===== src/rtl/uart_rx_8n1_if.sv =====
// Pin-side and byte-side signals of the 8N1 UART receiver.
// slave = receiver view, master = driver/consumer view.
interface uart_rx_8n1_if;
    logic       rx;
    logic       cts;
    logic       rts;
    logic [7:0] data_read;
    logic       valid_byte;
    logic       rx_error;

    modport slave (
        input  rx,
        output cts,
        output rts,
        output data_read,
        output valid_byte,
        output rx_error
    );

    modport master (
        output rx,
        input  cts,
        input  rts,
        input  data_read,
        input  valid_byte,
        input  rx_error
    );
endinterface


===== src/rtl/uart_rx_8n1.sv =====
// Oversampling 8N1 UART receiver with active-low RTS/CTS outputs.
// Define UART_RX_PARITY_EN to add an even-parity bit (8E1 frames).
module uart_rx_8n1 #(
    parameter int CLK_FREQ = 12_000_000,
    parameter int BAUD     = 115200
) (
    input  logic         clk,
    input  logic         reset,
    uart_rx_8n1_if.slave bus
);
    localparam int CLKS_PER_BIT = CLK_FREQ / BAUD;
    localparam int HALF_BIT     = CLKS_PER_BIT / 2;
    localparam int CW           = $clog2(CLKS_PER_BIT + 1);

    localparam logic [CW-1:0] CNT_BIT  = CW'(CLKS_PER_BIT - 1);
    localparam logic [CW-1:0] CNT_HALF = CW'(HALF_BIT - 1);

    localparam logic [2:0] S_IDLE   = 3'd0;
    localparam logic [2:0] S_START  = 3'd1;
    localparam logic [2:0] S_DATA   = 3'd2;
`ifdef UART_RX_PARITY_EN
    localparam logic [2:0] S_PARITY = 3'd3;
`endif
    localparam logic [2:0] S_STOP   = 3'd4;
    localparam logic [2:0] S_WAIT   = 3'd5;

    logic          sync_q;
    logic          rx_s_q;
    logic [2:0]    state_q, state_d;
    logic [CW-1:0] cnt_q, cnt_d;
    logic [2:0]    bit_q, bit_d;
    logic [7:0]    shift_q, shift_d;
    logic [7:0]    data_q, data_d;
    logic          valid_q, valid_d;
    logic          err_q, err_d;
    logic          rts_q, rts_d;
    logic          cts_q;
    logic          bad_par;
`ifdef UART_RX_PARITY_EN
    logic          par_q, par_d;
    assign bad_par = par_q;
`else
    assign bad_par = 1'b0;
`endif

    always_comb begin
        state_d = state_q;
        cnt_d   = cnt_q + 1'b1;
        bit_d   = bit_q;
        shift_d = shift_q;
        data_d  = data_q;
        valid_d = 1'b0;
        err_d   = 1'b0;
`ifdef UART_RX_PARITY_EN
        par_d   = par_q;
`endif
        unique case (state_q)
            S_IDLE: begin
                cnt_d = '0;
                bit_d = '0;
`ifdef UART_RX_PARITY_EN
                par_d = 1'b0;
`endif
                // IDLE is only entered with rx_s high, so a low level is a fresh edge
                if (!rx_s_q) state_d = S_START;
            end
            S_START: begin
                if (cnt_q == CNT_HALF) begin
                    cnt_d   = '0;
                    state_d = rx_s_q ? S_IDLE : S_DATA;
                end
            end
            S_DATA: begin
                if (cnt_q == CNT_BIT) begin
                    cnt_d   = '0;
                    shift_d = {rx_s_q, shift_q[7:1]};
                    bit_d   = bit_q + 3'd1;
`ifdef UART_RX_PARITY_EN
                    par_d   = par_q ^ rx_s_q;
                    if (bit_q == 3'd7) state_d = S_PARITY;
`else
                    if (bit_q == 3'd7) state_d = S_STOP;
`endif
                end
            end
`ifdef UART_RX_PARITY_EN
            S_PARITY: begin
                if (cnt_q == CNT_BIT) begin
                    cnt_d   = '0;
                    par_d   = par_q ^ rx_s_q;
                    state_d = S_STOP;
                end
            end
`endif
            S_STOP: begin
                if (cnt_q == CNT_BIT) begin
                    cnt_d = '0;
                    if (rx_s_q && !bad_par) begin
                        data_d  = shift_q;
                        valid_d = 1'b1;
                    end else begin
                        err_d = 1'b1;
                    end
                    state_d = rx_s_q ? S_IDLE : S_WAIT;
                end
            end
            S_WAIT: begin
                cnt_d = '0;
                if (rx_s_q) state_d = S_IDLE;
            end
            default: begin
                cnt_d   = '0;
                state_d = S_IDLE;
            end
        endcase
        rts_d = (state_d != S_IDLE);
    end

    always_ff @(posedge clk or negedge reset) begin
        if (!reset) begin
            sync_q  <= 1'b1;
            rx_s_q  <= 1'b1;
            state_q <= S_IDLE;
            cnt_q   <= '0;
            bit_q   <= '0;
            shift_q <= '0;
            data_q  <= '0;
            valid_q <= 1'b0;
            err_q   <= 1'b0;
            rts_q   <= 1'b1;
            cts_q   <= 1'b1;
`ifdef UART_RX_PARITY_EN
            par_q   <= 1'b0;
`endif
        end else begin
            sync_q  <= bus.rx;
            rx_s_q  <= sync_q;
            state_q <= state_d;
            cnt_q   <= cnt_d;
            bit_q   <= bit_d;
            shift_q <= shift_d;
            data_q  <= data_d;
            valid_q <= valid_d;
            err_q   <= err_d;
            rts_q   <= rts_d;
            cts_q   <= 1'b0;
`ifdef UART_RX_PARITY_EN
            par_q   <= par_d;
`endif
        end
    end

    assign bus.data_read  = data_q;
    assign bus.valid_byte = valid_q;
    assign bus.rx_error   = err_q;
    assign bus.rts        = rts_q;
    assign bus.cts        = cts_q;
endmodule


===== src/flat_wrapper.sv =====
// flat-port wrapper written by rule: the top's interface ports become plain ports
module uart_rx_8n1_flat 
#(
    parameter int CLK_FREQ = 12_000_000,
    parameter int BAUD     = 115200
)
  (clk, reset, bus_rx, bus_cts, bus_rts, bus_data_read, bus_valid_byte, bus_rx_error);
  uart_rx_8n1_if bus_i ();
  input  logic clk;
  input  logic reset;
  input wire logic [$bits(bus_i.rx)-1:0] bus_rx;
  output wire logic [$bits(bus_i.cts)-1:0] bus_cts;
  output wire logic [$bits(bus_i.rts)-1:0] bus_rts;
  output wire logic [$bits(bus_i.data_read)-1:0] bus_data_read;
  output wire logic [$bits(bus_i.valid_byte)-1:0] bus_valid_byte;
  output wire logic [$bits(bus_i.rx_error)-1:0] bus_rx_error;
  assign bus_i.rx = bus_rx;
  assign bus_cts = bus_i.cts;
  assign bus_rts = bus_i.rts;
  assign bus_data_read = bus_i.data_read;
  assign bus_valid_byte = bus_i.valid_byte;
  assign bus_rx_error = bus_i.rx_error;
  uart_rx_8n1 #(.CLK_FREQ(CLK_FREQ), .BAUD(BAUD)) u_core (.clk(clk), .reset(reset), .bus(bus_i));
endmodule

===== config.mk =====
export PLATFORM = sky130hd
export DESIGN_NAME = uart_rx_8n1_flat
export DESIGN_NICKNAME = d
export VERILOG_FILES = /design/src/rtl/uart_rx_8n1_if.sv /design/src/rtl/uart_rx_8n1.sv /design/src/flat_wrapper.sv
export SDC_FILE = /design/constraint.sdc
export NUM_CORES = 1
export LEC_CHECK = 0
export BUFFER_PORTS_ARGS = -buffer_cell sky130_fd_sc_hd__buf_2
export CAP_MARGIN = 30
export CORE_MARGIN = 2
export CORE_UTILIZATION = 60
export CTS_BUF_LIST = sky130_fd_sc_hd__clkbuf_4
export CTS_CLUSTER_SIZE = 28
export DETAILED_ROUTE_END_ITERATION = 8
export PLACE_DENSITY = 0.81
export SKIP_LAST_GASP = 1
export SYNTH_ARGS = -nofsm -noshare
export SYNTH_HDL_FRONTEND = slang
export SYNTH_SLANG_ARGS = --single-unit
export TNS_END_PERCENT = 30

===== constraint.sdc =====
create_clock -name clk -period 1.9 [get_ports clk]
set_input_delay 0 -clock clk [delete_from_list [all_inputs] [get_ports clk]]
set_output_delay 0 -clock clk [all_outputs]
set_load 0.01 [all_outputs]

* Yosys cells after proc, flatten, opt, wreduce, memory -nomap -nowiden
Cells that the tools add are included.
** Storage, ports and cells
- Logic and storage cells :: 48
- Output and inout port bits :: 12
- Bits in registers :: 35
- Input port bits :: 3
- ROM bits :: 0
- Bits in latches :: 0
- Memories kept :: 0
- Bits in writable memories :: 0
** Cells by class
- $add $sub $neg :: 2
- Magnitude comparators :: 0
- Shift-type cells :: 0
- Bitwise operators :: 0
- Reductions and logical operators :: 7
- Div/mod/pow operators :: 0
- Multipliers :: 0
- Equal/unequal tests :: 8
- Multiplexer cells :: 20
** Operators with widths (number)
- two-way mux 3 bit :: 8
- case mux 3 bit (5 select lines) :: 1
- two-way mux 7 bit :: 2
- case mux 7 bit (2 select lines) :: 1
- equality test 3 bit (second input constant) :: 3
- adder 7 x 1 -> 7 bit (second input constant) :: 1
- equality test 7 x 6 -> 1 bit (second input constant) :: 1
- equality test 7 bit (second input constant) :: 1
- two-way mux 1 bit :: 6
- case mux 3 bit (2 select lines) :: 1
- AND reduction 2 bit :: 2
- adder 3 x 1 -> 3 bit (second input constant) :: 1
- equality test 3 x 1 -> 1 bit (second input constant) :: 1
- equality test 3 x 2 -> 1 bit (second input constant) :: 1
- zero test 3 bit :: 1
- AND reduction 3 bit :: 1
- nonzero test 3 bit :: 1
- two-way mux 2 bit :: 1
- != test 2 x 1 -> 1 bit (second input constant) :: 1
- nonzero test 2 bit :: 1
- OR reduction 2 bit :: 1

* Longest topological paths before layout
- Depth in word-level cells :: 5
- Gate-level depth with buffers :: 7
- Depth with buffers taken out :: 5

* Worst setup path before layout
Ideal clock, no wire load.
- Path type :: reg2reg
- Start :: register u_core.cnt_q[0]
- End :: register u_core.data_q[0] (netlist: u_core.bus.data_read[0])
- Library setup time :: 0.125 ns
- Stages on the path, launching flop included :: 8
- Required time :: 1.775 ns
- Arrival time :: 1.622 ns
- Path buffers :: 2
- Slack :: 0.154 ns
- Period minus slack after synthesis :: 1.746 ns
- Path through :: dfrtp_1 -> ha_1 -> and2_2 -> clkbuf_2 -> and2_1 -> buf_6 -> nand4_4 -> mux2_2
** On the way
- Longest elaborated chain between the ends :: 2
** RTL lines
- from (decl) :: line uart_rx_8n1.sv:30 : logic [CW-1:0] cnt_q, cnt_d;
- from (signal assigned) :: line uart_rx_8n1.sv:139 : cnt_q <= cnt_d;
- equality test 7 bit :: line uart_rx_8n1.sv:96 : if (cnt_q == CNT_BIT) begin
- AND reduction 3 bit (no line)
- to (signal assigned) :: line uart_rx_8n1.sv:142 : data_q <= data_d;
- to (decl) :: line uart_rx_8n1.sv:33 : logic [7:0] data_q, data_d;
Every way passes these cells.
A chain may end at the register's enable or synchronous reset.

* Final worst setup path
- Start :: register u_core.cnt_q[3]
- End :: register u_core.data_q[2] (netlist: u_core.bus.data_read[2])
Same word-level chain as after synthesis.

==> flow_summary.ini <==
[place]
port_buffers = 14
gp_congestion = 0.910
dpl.hpwl_um = 1730
dpl_cell_area_mm2 = 0.00163

[yosys]
synthTopCellsByArea = dfrtp_1 50%, mux2_2 12%, dfstp_2 6.8%
synth_seq_cells = 35
syn_area_mm2 = 0.00154
ys_seq_area_frac = 0.573
ys_async_sr_fraction = 1.00
synth_cell_types = 35
syn_area_per_cell_um2 = 12.4
netlist.area_leader.share = 0.504
synth_cells = 124
yosysTopAreaCell = dfrtp_1
syn-num-nets = 130
synth_edf_count = 0
synth_flop_cell = dfrtp_1
yosys_warnings = 0

[cts]
clk_pin_slew_ns = 0.10
clkLatencyLatePin_ns = 0.33
cts_buffer_depth = 2
ctsRootBufferMaster = clkbuf_4
cts_tree = yes
numCtsBuffers = 5
cts_sinks = 35
cts_resized = 0
h-tree-depth = 2

[route]
vias = 990
drtAntennaViolNets = 0
wirelength_um = 2440
drcViolationCount = 0
viasPerCell = 5.66
routedWlPerCell_um = 13.9
drt_pass1_iterations = 4
drt-initial-drc-count = 22

[sta]
finClkSkew_ns = 0.00839
min_period_ns = 1.76
fin_tns_setup_ns = 0
relSlewSlack = 0.518
hold_violations = 0
worstMarginPinSlew_ns = 0.722
slew_viol_final = 0
rsz0062_at_grt = no
period_share = 0.924
setup_viol = 0
max_freq_ghz = 0.570

[floorplanning]
core_area_mm2 = 0.00245
initial_core_util = 0.626
dieArea_mm2 = 0.00298
rows = 18
die_h_um = 54.6
ioPinCount = 15
die_width_um = 54.6

[power]
clock_power_share = 0.339
cellLeakagePower_uw = 0.000884
p_switching_uw = 241
power.density_mw_per_mm2 = 686
seqPwrFrac = 0.644
swShare = 0.206
vdd_ir_drop_max_uv = 695
p_comb_frac = 0.017
intPower_uw = 928

[layout]
antenna_cells = 0
final_util = 0.694
drive_above_1_share = 0.352
synthToLayoutAreaGrowth_pct = 10.7
fin_area_mm2 = 0.00170
nets = 150

[worst_setup_path]
required_ns = 2.12
cp-start-kind = flip-flop
end_kind = flip-flop
worstPathCellList = and4bb_2, and2_1, nand4_4, mux2_2
crit_arrival_ns = 1.98
critPathKind = reg -> reg
path_max_fanout = 9
slowest_delay_ns = 0.44
critPathSlowestCell = dfrtp_1

[global_routing]
gr-total-overflow = 0
grt_use_total = 0.197
grt_max_degree = 36
grt_antenna_before_repair = 0
grt_pass1_wl_um = 3970
grt_pass1_vias = 878

[run_status]
status = complete, no violations

[hold_path]
hp-class = in -> async

[flow_run]
maxCapViolations = 0
## per-stage QoR
stage                     hold slack (ns)  setup slack [ns]  power [uW]  std cells
after global placement             0.0927             0.183         785        165
after CTS                           0.264             0.139        1190        175
after detailed placement           0.0960             0.156         785        165
final                               0.250             0.144        1170        175
after floorplan                    -0.296             0.154         768        124
after global routing                0.292            0.0302        1230        175
## power by group through the flow
stage	clock network (uW)	registers (uW)	logic [uW]
after floorplan	0	768	0.329
after global placement	0	767	17.5
after detailed placement	0	768	17.7
after CTS	412	753	20.8
after global routing	448	754	23.8
final	396	753	19.8
## cell families after synthesis
| kind of cell | share of synthesized area |
|---|---|
| buffers and inverters | 0.0277 |
| muxes | 0.117 |
| DFF | 0.573 |
| AOI/OAI and AO/OA | 0.0439 |
| and+or+nand+nor | 0.189 |
| adders and majority gates | 0.0244 |
| xor gates and xnor gates | 0.0228 |
| other | 0.00244 |
## worst max-delay path, delay by kind of cell (launching register included)
kind / cells / cell delay, ns
simple gates: 3 / 0.87
flops: 1 / 0.44
mux: 1 / 0.33
## final cells by class
| type | instances | area (um^2) |
|---|---|---|
| Clock buffer | 7 | 52.6 |
| Tap cell | 30 | 37.5 |
| Inverter | 4 | 15.0 |
| Fill cell | 181 | 752 |
| Clock inverter | 1 | 5.00 |
| Multi-Input combinational cell | 81 | 614 |
| Sequential cell | 35 | 881 |
| Timing Repair Buffer | 17 | 97.6 |
## state kept, by name, indices dropped and copies added, names as in the netlist
name / cells
u_core.bus.data_read: 8
u_core.shift_q: 8
u_core.state_q: 3
u_core.bus.rx_error: 1
u_core.sync_q: 1
u_core.bus.valid_byte: 1
u_core.cnt_q: 7
u_core.bus.cts: 1
u_core.bit_q: 3
u_core.bus.rts: 1
u_core.rx_s_q: 1
## path summary, 6_finish.rpt
check / from / endpoint / slack [ns] / cells past startpoint
worst max-delay path: u_core.cnt_q[3] / u_core.bus.data_read[2] / 0.14 / 4
worst min-delay path: reset / u_core.bus.valid_byte / 0.25 / 2
worst max register to register: u_core.cnt_q[3] / u_core.bus.data_read[2] / 0.14 / 4
worst min register to register: u_core.sync_q / u_core.rx_s_q / 0.36 / 0
max in group asynchronous: reset / u_core.cnt_q[2] / 1.19 / 2
min in group clk: bus_rx / u_core.sync_q / 0.32 / 2
## timing repair
action                                 CTS  global route
endpoints found under the hold margin   32             0
hold buffers                             2             0
buffers inserted                         0             0
## layer usage
layer  track usage  wire length [um]  up-vias
met3        0.0820               107        6
met2         0.288              1170       21
li1              -                 -      477
met1         0.254              1110      486
met4        0.0875                50        0
met5             0                 0        -
## cell usage in the layout (no fill, tap or decap), types with 3 or more instances in the layout
cell type / Yosys / routed
dfrtp_1: 31 / 31
mux2_2: 16 / 16
buf_2: 0 / 14
nor2_1: 9 / 9
nand3_1: 8 / 8
clkbuf_4: 0 / 7
o21ai_0: 5 / 5
nand2_1: 4 / 4
inv_1: 4 / 4
nand4_1: 4 / 4
dfstp_2: 4 / 4
and2_1: 3 / 3
a211oi_1: 3 / 3
xor2_1: 3 / 3
nor2b_1: 3 / 3
ha_1: 3 / 3
## Yosys cell counts, types with 2 or more instances
cell / number
nor2_1: 9
nand2b_1: 2
nand4_1: 4
nor2b_1: 3
dfrtp_1: 31
and2_1: 3
nand2_1: 4
ha_1: 3
mux2_2: 16
dfstp_2: 4
xor2_1: 3
inv_1: 4
and2b_2: 2
a211oi_1: 3
o21ai_0: 5
nand3_1: 8
nand4b_1: 2
(Power assumes the default switching activity.)
